**src/rtl/gpio_intr_pkg.sv**
```systemverilog
// rtl/gpio_intr_pkg.sv - register map, bus states and IRQ_CTRL fields for gpio_intr_ctrl
package gpio_intr_pkg;

    localparam logic [1:0] INTR_STAT = 2'd0;
    localparam logic [1:0] INTR_SET  = 2'd1;
    localparam logic [1:0] INTR_MASK = 2'd2;
    localparam logic [1:0] IRQ_CTRL  = 2'd3;

    typedef enum logic {
        IDLE = 1'b0,
        ACK  = 1'b1
    } bus_state_e;

    localparam int CTRL_EN_BIT  = 0;
    localparam int CTRL_THR_LSB = 8;
    localparam int CTRL_THR_MSB = 15;
    localparam int CTRL_TMO_LSB = 16;
    localparam int CTRL_TMO_MSB = 31;

    // Expand the four byte enables into a 32-bit bit mask.
    function automatic logic [31:0] be_to_mask(input logic [3:0] be);
        logic [31:0] m;
        for (int b = 0; b < 4; b++) begin
            m[b*8 +: 8] = {8{be[b]}};
        end
        return m;
    endfunction

endpackage

```
**src/rtl/gpio_intr_coalesce.sv**
```systemverilog
// rtl/gpio_intr_coalesce.sv - event/timeout coalescing counters and irq gate
//
// Ports:
//   mclk, h_reset_n          clock, synchronous active-low reset
//   evt_i                    per-pin edge-event pulses
//   stat_i, mask_i           current pending status and mask
//   stat_next_i, mask_next_i values status and mask take at this edge
//   en_i, thr_i, timeout_i   IRQ_CTRL global enable, threshold, timeout
//   irq_q_i                  current registered irq (for hold)
//   irq_d_o                  next value of the registered irq
module gpio_intr_coalesce
    import gpio_intr_pkg::*;
#(
    parameter int NB_GPIO = 32,
    parameter int CNT_W   = 8,
    parameter int TMO_W   = 16
) (
    input  logic               mclk,
    input  logic               h_reset_n,
    input  logic [NB_GPIO-1:0] evt_i,
    input  logic [NB_GPIO-1:0] stat_i,
    input  logic [NB_GPIO-1:0] mask_i,
    input  logic [NB_GPIO-1:0] stat_next_i,
    input  logic [NB_GPIO-1:0] mask_next_i,
    input  logic               en_i,
    input  logic [7:0]         thr_i,
    input  logic [15:0]        timeout_i,
    input  logic               irq_q_i,
    output logic               irq_d_o
);

    logic [CNT_W-1:0] cnt_q, cnt_d;
    logic [TMO_W-1:0] tmo_q, tmo_d;
    logic             pend;
    logic             pend_next;
    logic             masked_evt;
    logic             trig;

    always_comb begin
        pend       = |(stat_i & mask_i);
        pend_next  = |(stat_next_i & mask_next_i);
        masked_evt = |(evt_i & mask_i);

        // Counters clear as soon as nothing masked will be pending after
        // this edge; otherwise events saturate-count and the timeout runs.
        cnt_d = cnt_q;
        tmo_d = tmo_q;
        if (!pend_next) begin
            cnt_d = '0;
            tmo_d = '0;
        end else begin
            if (masked_evt && (cnt_q != {CNT_W{1'b1}})) begin
                cnt_d = cnt_q + 1'b1;
            end
            if ((cnt_q != '0) && (tmo_q != {TMO_W{1'b1}})) begin
                tmo_d = tmo_q + 1'b1;
            end
        end

        // thr of 0 or 1 disables coalescing; once raised, irq holds.
        trig = irq_q_i
             || (thr_i <= 8'd1)
             || (32'(cnt_q) >= 32'(thr_i))
             || (32'(tmo_q) == 32'(timeout_i));

        irq_d_o = en_i & pend & trig;
    end

    always_ff @(posedge mclk) begin
        if (!h_reset_n) begin
            cnt_q <= '0;
            tmo_q <= '0;
        end else begin
            cnt_q <= cnt_d;
            tmo_q <= tmo_d;
        end
    end

endmodule

```
**src/rtl/gpio_intr_ctrl.sv**
```systemverilog
// rtl/gpio_intr_ctrl.sv - sticky GPIO interrupt status, mask and level irq; coalescing with GPIO_INTR_COALESCE_EN
//
// Ports:
//   mclk, h_reset_n   clock, synchronous active-low reset
//   gpio_int_event    one-cycle edge-event pulses, one per pin
//   reg_cs/reg_wr/reg_addr/reg_be/reg_wdata   register access request
//   reg_rdata/reg_ack read data and one-cycle acknowledge
//   gpio_irq          registered level interrupt
module gpio_intr_ctrl
    import gpio_intr_pkg::*;
#(
    parameter int NB_GPIO = 32,
    parameter int CNT_W   = 8,
    parameter int TMO_W   = 16
) (
    input  logic               mclk,
    input  logic               h_reset_n,
    input  logic [NB_GPIO-1:0] gpio_int_event,
    input  logic               reg_cs,
    input  logic               reg_wr,
    input  logic [1:0]         reg_addr,
    input  logic [3:0]         reg_be,
    input  logic [31:0]        reg_wdata,
    output logic [31:0]        reg_rdata,
    output logic               reg_ack,
    output logic               gpio_irq
);

    if (NB_GPIO < 1 || NB_GPIO > 32 || CNT_W < 1 || TMO_W < 1) begin : g_bad_param
        $error("gpio_intr_ctrl: parameter out of range");
    end

`ifdef GPIO_INTR_COALESCE_EN
    localparam logic [31:0] CTRL_WMASK = 32'hFFFF_FF01;
`else
    localparam logic [31:0] CTRL_WMASK = 32'h0000_0001;
`endif

    bus_state_e         state_q, state_d;
    logic [NB_GPIO-1:0] stat_q, stat_d;
    logic [NB_GPIO-1:0] mask_q, mask_d;
    logic [31:0]        ctrl_q, ctrl_d;
    logic [31:0]        rdata_q, rdata_d;
    logic               irq_q, irq_d;

    logic               commit;
    logic               wr;
    logic [31:0]        bm;
    logic [31:0]        wbits;
    logic [NB_GPIO-1:0] w1c;
    logic [NB_GPIO-1:0] w1s;
    logic [31:0]        rd_val;

    always_comb begin
        // A request is taken only from IDLE; the write commits on this edge.
        commit = (state_q == IDLE) && reg_cs;
        wr     = commit && reg_wr;
        bm     = be_to_mask(reg_be);
        wbits  = reg_wdata & bm;

        w1c = '0;
        w1s = '0;
        if (wr && reg_addr == INTR_STAT) w1c = wbits[NB_GPIO-1:0];
        if (wr && reg_addr == INTR_SET)  w1s = wbits[NB_GPIO-1:0];

        // Events are ORed in after the clear so a same-cycle event survives W1C.
        stat_d = (stat_q & ~w1c) | w1s | gpio_int_event;

        mask_d = mask_q;
        if (wr && reg_addr == INTR_MASK) begin
            mask_d = (mask_q & ~bm[NB_GPIO-1:0]) | wbits[NB_GPIO-1:0];
        end

        ctrl_d = ctrl_q;
        if (wr && reg_addr == IRQ_CTRL) begin
            ctrl_d = (ctrl_q & ~(bm & CTRL_WMASK)) | (wbits & CTRL_WMASK);
        end

        case (reg_addr)
            INTR_STAT: rd_val = 32'(stat_q);
            INTR_MASK: rd_val = 32'(mask_q);
            IRQ_CTRL:  rd_val = ctrl_q;
            default:   rd_val = 32'd0;
        endcase

        rdata_d = commit ? rd_val : rdata_q;
        state_d = commit ? ACK : IDLE;
    end

`ifdef GPIO_INTR_COALESCE_EN
    gpio_intr_coalesce #(
        .NB_GPIO (NB_GPIO),
        .CNT_W   (CNT_W),
        .TMO_W   (TMO_W)
    ) u_coalesce (
        .mclk        (mclk),
        .h_reset_n   (h_reset_n),
        .evt_i       (gpio_int_event),
        .stat_i      (stat_q),
        .mask_i      (mask_q),
        .stat_next_i (stat_d),
        .mask_next_i (mask_d),
        .en_i        (ctrl_q[CTRL_EN_BIT]),
        .thr_i       (ctrl_q[CTRL_THR_MSB:CTRL_THR_LSB]),
        .timeout_i   (ctrl_q[CTRL_TMO_MSB:CTRL_TMO_LSB]),
        .irq_q_i     (irq_q),
        .irq_d_o     (irq_d)
    );
`else
    assign irq_d = ctrl_q[CTRL_EN_BIT] & (|(stat_q & mask_q));
`endif

    always_ff @(posedge mclk) begin
        if (!h_reset_n) begin
            state_q <= IDLE;
            stat_q  <= '0;
            mask_q  <= '0;
            ctrl_q  <= '0;
            rdata_q <= '0;
            irq_q   <= 1'b0;
        end else begin
            state_q <= state_d;
            stat_q  <= stat_d;
            mask_q  <= mask_d;
            ctrl_q  <= ctrl_d;
            rdata_q <= rdata_d;
            irq_q   <= irq_d;
        end
    end

    assign reg_ack   = (state_q == ACK);
    assign reg_rdata = rdata_q;
    assign gpio_irq  = irq_q;

endmodule

```
**config.mk**
```make
export PLATFORM = sky130hd
export DESIGN_NAME = gpio_intr_ctrl
export DESIGN_NICKNAME = d
export VERILOG_FILES = /design/src/rtl/gpio_intr_pkg.sv /design/src/rtl/gpio_intr_coalesce.sv /design/src/rtl/gpio_intr_ctrl.sv
export SDC_FILE = /design/constraint.sdc
export NUM_CORES = 1
export LEC_CHECK = 0
export CAP_MARGIN = 40
export CORE_MARGIN = 2
export CORE_UTILIZATION = 44
export DETAILED_ROUTE_END_ITERATION = 7
export GPL_ROUTABILITY_DRIVEN = 0
export PLACE_DENSITY = 0.76
export SETUP_SLACK_MARGIN = 0.15
export SYNTH_ARGS = -nofsm -noshare
export SYNTH_HDL_FRONTEND = slang
export SYNTH_SLANG_ARGS = --single-unit
```
**constraint.sdc**
```tcl
create_clock -name mclk -period 1.4 [get_ports mclk]
set_input_delay 0.28 -clock mclk [delete_from_list [all_inputs] [get_ports mclk]]
set_output_delay 0.28 -clock mclk [all_outputs]
set_load 0.03 [all_outputs]
```
# Word level (Yosys, flattened, before mapping)
# Index checks and enable logic that the tools add are counted.
dict set report op_classes {
  addsub 0
  mul 0
  div_mod_pow 0
  n_lt_le_gt_ge 0
  eq_ne 3
  shifts 0
  muxes 4
  bitwise_logic 14
  n_reduce_logical 8
}
# operator count
set ops {}
lappend ops {{AND 32 bit} 5}
lappend ops {{bitwise OR 32 bit} 3}
lappend ops {{one-hot mux 32 bit (3 select lines)} 1}
lappend ops {{2-to-1 mux 32 bit} 2}
lappend ops {{NOT 32 bit} 2}
lappend ops {{NOT 1 -> 32 bit} 1}
lappend ops {{bitwise OR 32 x 1 -> 32 bit} 1}
lappend ops {{OR reduction 32 bit} 1}
lappend ops {{logical AND 1 bit} 6}
lappend ops {{equality test 2 bit, second input constant} 2}
lappend ops {{equality test 2 x 1 -> 1 bit, second input constant} 1}
lappend ops {{zero test 2 bit} 1}
lappend ops {{AND 1 bit} 1}
lappend ops {{2-to-1 mux 1 bit} 1}
lappend ops {{NOT 1 bit} 1}
dict set report totals {
  register_bits 130
  latchBits 0
  ramBits 0
  romBits 0
  out_inout_bits 34
  word_cells 35
  n_memories 0
}

# Logic depth before layout (Yosys ltp)
# Gate-level depths: netlist (run 1).
dict set report logic_depth {
  ltp_word 9
  ltp_mapped 6
  ltp_nobuf 4
}

# Least setup slack after synthesis (run 1)
# Ideal clock, no wire load.
dict set report synth_path {
  path_kind {reg-to-reg}
  startpoint {reg state_q, in the netlist reg_ack}
  endpoint {reg stat_q[25]}
  setup_ns 0.116
  arrival_ns 1.426
  setup_slack_ns -0.142
  path_stages_with_launch 7
  cell_sequence {dfxtp_1 and4bb_2 buf_2 buf_4 nand4_1 nand2_1 a31o_2}
}
dict set report synth_via {
  elab_chain_cells 9
}
# element line_no
set synth_lines {}
lappend synth_lines {{start: declaration} gpio_intr_ctrl.sv:39} ;# bus_state_e state_q, state_d;
lappend synth_lines {{start signal: assignment} gpio_intr_ctrl.sv:122} ;# state_q <= state_d;
lappend synth_lines {{NOT 1 bit *} gpio_intr_ctrl.sv:56} ;# commit = (state_q == IDLE) && reg_cs;
lappend synth_lines {{logical AND 1 bit *} gpio_intr_ctrl.sv:56}
lappend synth_lines {{logical AND 1 bit *} gpio_intr_ctrl.sv:57} ;# wr = commit && reg_wr;
lappend synth_lines {{logical AND 1 bit} gpio_intr_ctrl.sv:63} ;# if (wr && reg_addr == INTR_STAT) w1c = wbits[NB_GPIO-1:0];
lappend synth_lines {{2-to-1 mux 32 bit} gpio_intr_ctrl.sv:63}
lappend synth_lines {{NOT 32 bit} gpio_intr_ctrl.sv:67} ;# stat_d = (stat_q & ~w1c) | w1s | gpio_int_event;
lappend synth_lines {{AND 32 bit} gpio_intr_ctrl.sv:67}
lappend synth_lines {{bitwise OR 32 bit * (2 in series)} gpio_intr_ctrl.sv:67}
lappend synth_lines {{end signal: assignment} gpio_intr_ctrl.sv:123} ;# stat_q <= stat_d;
lappend synth_lines {{end: declaration} gpio_intr_ctrl.sv:40} ;# logic [NB_GPIO-1:0] stat_q, stat_d;
# Every way passes the cells marked *; elsewhere a longest branch is shown, timed or not.
# A chain may end at the register's enable or synchronous reset.

# Worst setup path in the final report (run 1)
dict set report layout_path {
  startpoint {reg state_q, in the netlist reg_ack}
  endpoint {reg stat_q[9]}
}
# The elaborated chain is that of the path after synthesis.

==> results of run 1 <==
[Yosys cell counts (all sizes together)]
| cell type | number |
|---|---|
| a31oi | 10 |
| clkinv | 1 |
| buf | 16 |
| nor2 | 39 |
| nand2 | 69 |
| dfxtp | 99 |
| and4bb | 1 |
| a22oi | 52 |
| o31a | 1 |
| and3 | 5 |
| mux2i | 1 |
| and2 | 1 |
| or3 | 1 |
| nor3 | 1 |
| o21ai | 72 |
| a221oi | 1 |
| mux2 | 27 |
| nor3b | 3 |
| clkbuf | 21 |
| nand4b | 1 |
| nand4 | 16 |
| nand2b | 1 |
| a31o | 2 |
| a21oi | 20 |
| nor4 | 1 |
| inv | 13 |
| a41oi | 5 |
| nand4bb | 1 |
| a211oi | 1 |
| nand3 | 29 |
[timing repair]
action                     CTS  global route
hold buffers                 0             0
pin swaps                   26            17
setup endpoints to repair  128           101
gates cloned                 3             2
setup buffers                5             3
resized for setup          217            47
[cells by family after synthesis]
group                  Yosys count  synth area share, %
and+or+nand+nor                169                18.99
DFF                             99                45.71
buffers and inverters           51                4.993
muxes                           28                7.244
AOI/OAI and AO/OA              164                23.06
[placed cells by master, fill, tap and decap left out, types with 10 or more instances in the layout]
cell type | netlist | layout
sky130_fd_sc_hd__a21oi_1 | 20 | 19
sky130_fd_sc_hd__a22oi_1 | 52 | 45
sky130_fd_sc_hd__a31oi_1 | 10 | 10
sky130_fd_sc_hd__buf_12 | 0 | 11
sky130_fd_sc_hd__buf_2 | 11 | 29
sky130_fd_sc_hd__buf_4 | 3 | 36
sky130_fd_sc_hd__buf_6 | 0 | 10
sky130_fd_sc_hd__clkbuf_8 | 0 | 10
sky130_fd_sc_hd__clkdlybuf4s50_1 | 0 | 68
sky130_fd_sc_hd__dfxtp_1 | 99 | 95
sky130_fd_sc_hd__inv_1 | 12 | 12
sky130_fd_sc_hd__mux2_2 | 27 | 27
sky130_fd_sc_hd__nand2_1 | 69 | 68
sky130_fd_sc_hd__nand3_2 | 0 | 19
sky130_fd_sc_hd__nand4_1 | 16 | 16
sky130_fd_sc_hd__nor2_1 | 36 | 34
sky130_fd_sc_hd__o21ai_1 | 0 | 53
sky130_fd_sc_hd__o21ai_2 | 0 | 10
[stage by stage]
stage	hold slack, ns	area (um^2)
floorplan	0.3886	4439
CTS	0.3512	6285
global route	0.3778	6491
global placement	0.4482	5929
finish	0.3643	6491
detailed placement	0.4592	5929
[worst max-delay path by stage]
| stage | from | end | cells past startpoint |
|---|---|---|---|
| 2_1_floorplan | reg_ack$_SDFF_PN0_ | stat_q[25]$_SDFF_PN0_ | 6 |
| 3_3_place_gp | reg_addr[1] | flop | 5 |
| 3_5_place_dp | reg_addr[1] | flop | 5 |
| 4_1_cts | reg_ack$_SDFF_PN0_ | stat_q[23]$_SDFF_PN0_ | 6 |
| 5_1_grt | reg_ack$_SDFF_PN0_ | stat_q[9]$_SDFF_PN0_ | 5 |
| 6_report | reg_ack$_SDFF_PN0_ | stat_q[9]$_SDFF_PN0_ | 5 |
[report_power, final]
part,total [mW],internal (mW),switching (mW)
sequential,3.02,2.92,0.103
clock,1.85,0.868,0.985
combinational,1.02,0.509,0.515
total,5.90,4.30,1.60
[layout make-up]
class,count,area (um^2),share of cell area [%]
Multi-Input combinational cell,361,2446,37.68
Sequential cell,99,1989,30.65
Timing Repair Buffer,168,1644,25.33
Tap cell,133,166.4,2.564
Clock buffer,11,141.4,2.178
Inverter,14,52.55,0.8096
Clock inverter,4,51.30,0.7903
[critical path, delay by kind of cell (launching register included)]
family                 cells  cell delay (ns)
buffers and inverters      1             0.16
DFF                        1             0.36
AOI/OAI and AO/OA          2             0.30
and+or+nand+nor            2             0.52
[routing by layer]
metal	vias up	part of all wire, %	GRT usage [%]
met2	226	48	46.40
met3	48	7.3	5.108
li1	2141	-	-
met1	2256	40	35.03
met5	-	0	0
met4	0	4.1	12.85
==> impl_metrics.sql, run 1 <==
INSERT INTO impl_metrics (metric_group, metric, value, unit) VALUES
('sta', 'tightestPinTransition', '0.3057', 'ns'),
('outcome', 'outcome', 'finished, violations left', ''),
('outcome', 'failed_checks', 'setup timing', ''),
('sta', 'maxSlewHeadroom', '79.62', '%'),
('sta', 'max_slew_vio_count', '0', ''),
('setup_path', 'arrival', '1.69', 'ns'),
('cts', 'clock_tree.root_cell', 'sky130_fd_sc_hd__clkbuf_8', ''),
('floorplanning', 'pin_count', '108', ''),
('sta', 'timing.final.ws_setup', '-0.04838', 'ns'),
('setup_path', 'regToRegEndpoint', 'stat_q[9]$_SDFF_PN0_', ''),
('synth', 'syn-instance-count', '511', ''),
('route', 'vias_per_cell', '5.913', ''),
('synth', 'netlist.top_cell.by_area', 'sky130_fd_sc_hd__dfxtp_1', ''),
('setup_path', 'timing.critical_path.slowest_stage_cell', 'sky130_fd_sc_hd__and4bb_4', ''),
('floorplanning', 'start_util', '44.77', '%'),
('setup_path', 'required', '1.64', 'ns'),
('setup_path', 'path_max_fanout', '7', ''),
('cts', 'clk_latency', '0.36', 'ns'),
('finish', 'fillers', '701', ''),
('synth', 'synth-seq-cells', '99', ''),
('place', 'io_buffers', '107', ''),
('sta', 'hold_viol', '0', ''),
('cts', 'clk_pin_slew', '0.09', 'ns'),
('setup_path', 'worstSetupStartpointType', 'flop', ''),
('power_and_ir_drop', 'leakage_component_of_the_power', '2.478', 'nW'),
('sta', 'setup_total_negative_slack', '-0.06360', 'ns'),
('global_route', 'overflow', '0', ''),
('power_and_ir_drop', 'power', '5.901', 'mW'),
('power_and_ir_drop', 'powerDensity', '909.1', 'nW/um^2'),
('global_route', 'groute.usage.overall', '27.82', '%'),
('finish', 'ratio_of_cells_with_drive_above_1_in_the_final_layout', '31.51', '%'),
('hold_path', 'hp-class', 'in2reg', ''),
('setup_path', 'timing.rr.start', 'reg_ack$_SDFF_PN0_', ''),
('cts', 'ctsLongestPathBuffers', '2', ''),
('global_route', 'number_of_antenna_violations_at_the_first_check_in_global_routing', '0', ''),
('synth', 'synth_fp_nets', '585', ''),
('floorplanning', 'die-height', '103.3', 'um'),
('global_route', 'wire_length_of_the_first_global_routing_pass', '22840', 'um'),
('cts', 'h_tree_level_count', '3', ''),
('synth', 'post_synth_instance_area', '4335', 'um^2'),
('synth', 'seq_area_frac_synth', '45.71', '%'),
('setup_path', 'crit_path_max_incr_delay', '0.41', 'ns'),
('finish', 'finish.utilization', '67.03', '%'),
('route', 'route.detailed.wl_per_inst', '19.57', 'um'),
('run', 'max_cap_violations', '0', ''),
('place', 'placed_cells', '762', ''),
('sta', 'period_needed', '1.448', 'ns'),
('synth', 'synth_top_area_share', '45.71', '%'),
('place', 'pre_cts_slack', '-0.5103', 'ns'),
('sta', 'fin_worst_skew', '0.01146', 'ns'),
('floorplanning', 'placement_rows', '36', ''),
('setup_path', 'rr_worst_depth', '5', ''),
('synth', 'post_synth_main_area_contributors', 'sky130_fd_sc_hd__dfxtp_1, sky130_fd_sc_hd__a22oi_1, sky130_fd_sc_hd__o21ai_0, sky130_fd_sc_hd__mux2_2, sky130_fd_sc_hd__nand2_1', ''),
('power_and_ir_drop', 'max-vdd-ir-drop', '0.4723', 'mV'),
('hold_path', 'hold_path_startpoint', 'h_reset_n', ''),
('sta', 'report.final.setup_viol', '3', ''),
('route', 'routed_vias', '4671', ''),
('cts', 'cts_tree', 'yes', ''),
('sta', 'final.period_utilization', '103.5', '%'),
('setup_path', 'critical_path.endpoint_type', 'flop', ''),
('finish', 'diodes', '0', ''),
('finish', 'final_nets', '727', ''),
('setup_path', 'worst-setup-path-type', 'reg2reg', ''),
('hold_path', 'worst_hold_path.num_cells', '4', ''),
('floorplanning', 'die_area', '10660', 'um^2'),
('route', 'initialDrtViolationCount', '347', ''),
('setup_path', 'worst-r2r-setup-slack', '-0.05', 'ns'),
('route', 'totalWireLength', '15460', 'um'),
('synth', 'synth_cell_type_count', '34', ''),
('finish', 'instances_no_fill', '790', ''),
('global_route', 'grt_pass1_vias', '4533', '');
Power figures use the tool's default switching activity.
==> inputs of run 2 (changes only) <==
Settings changed: SLEW_MARGIN set to 10.
==> results of run 2 <==
No change in the layout: final DEF, timing and power equal those of run 1.
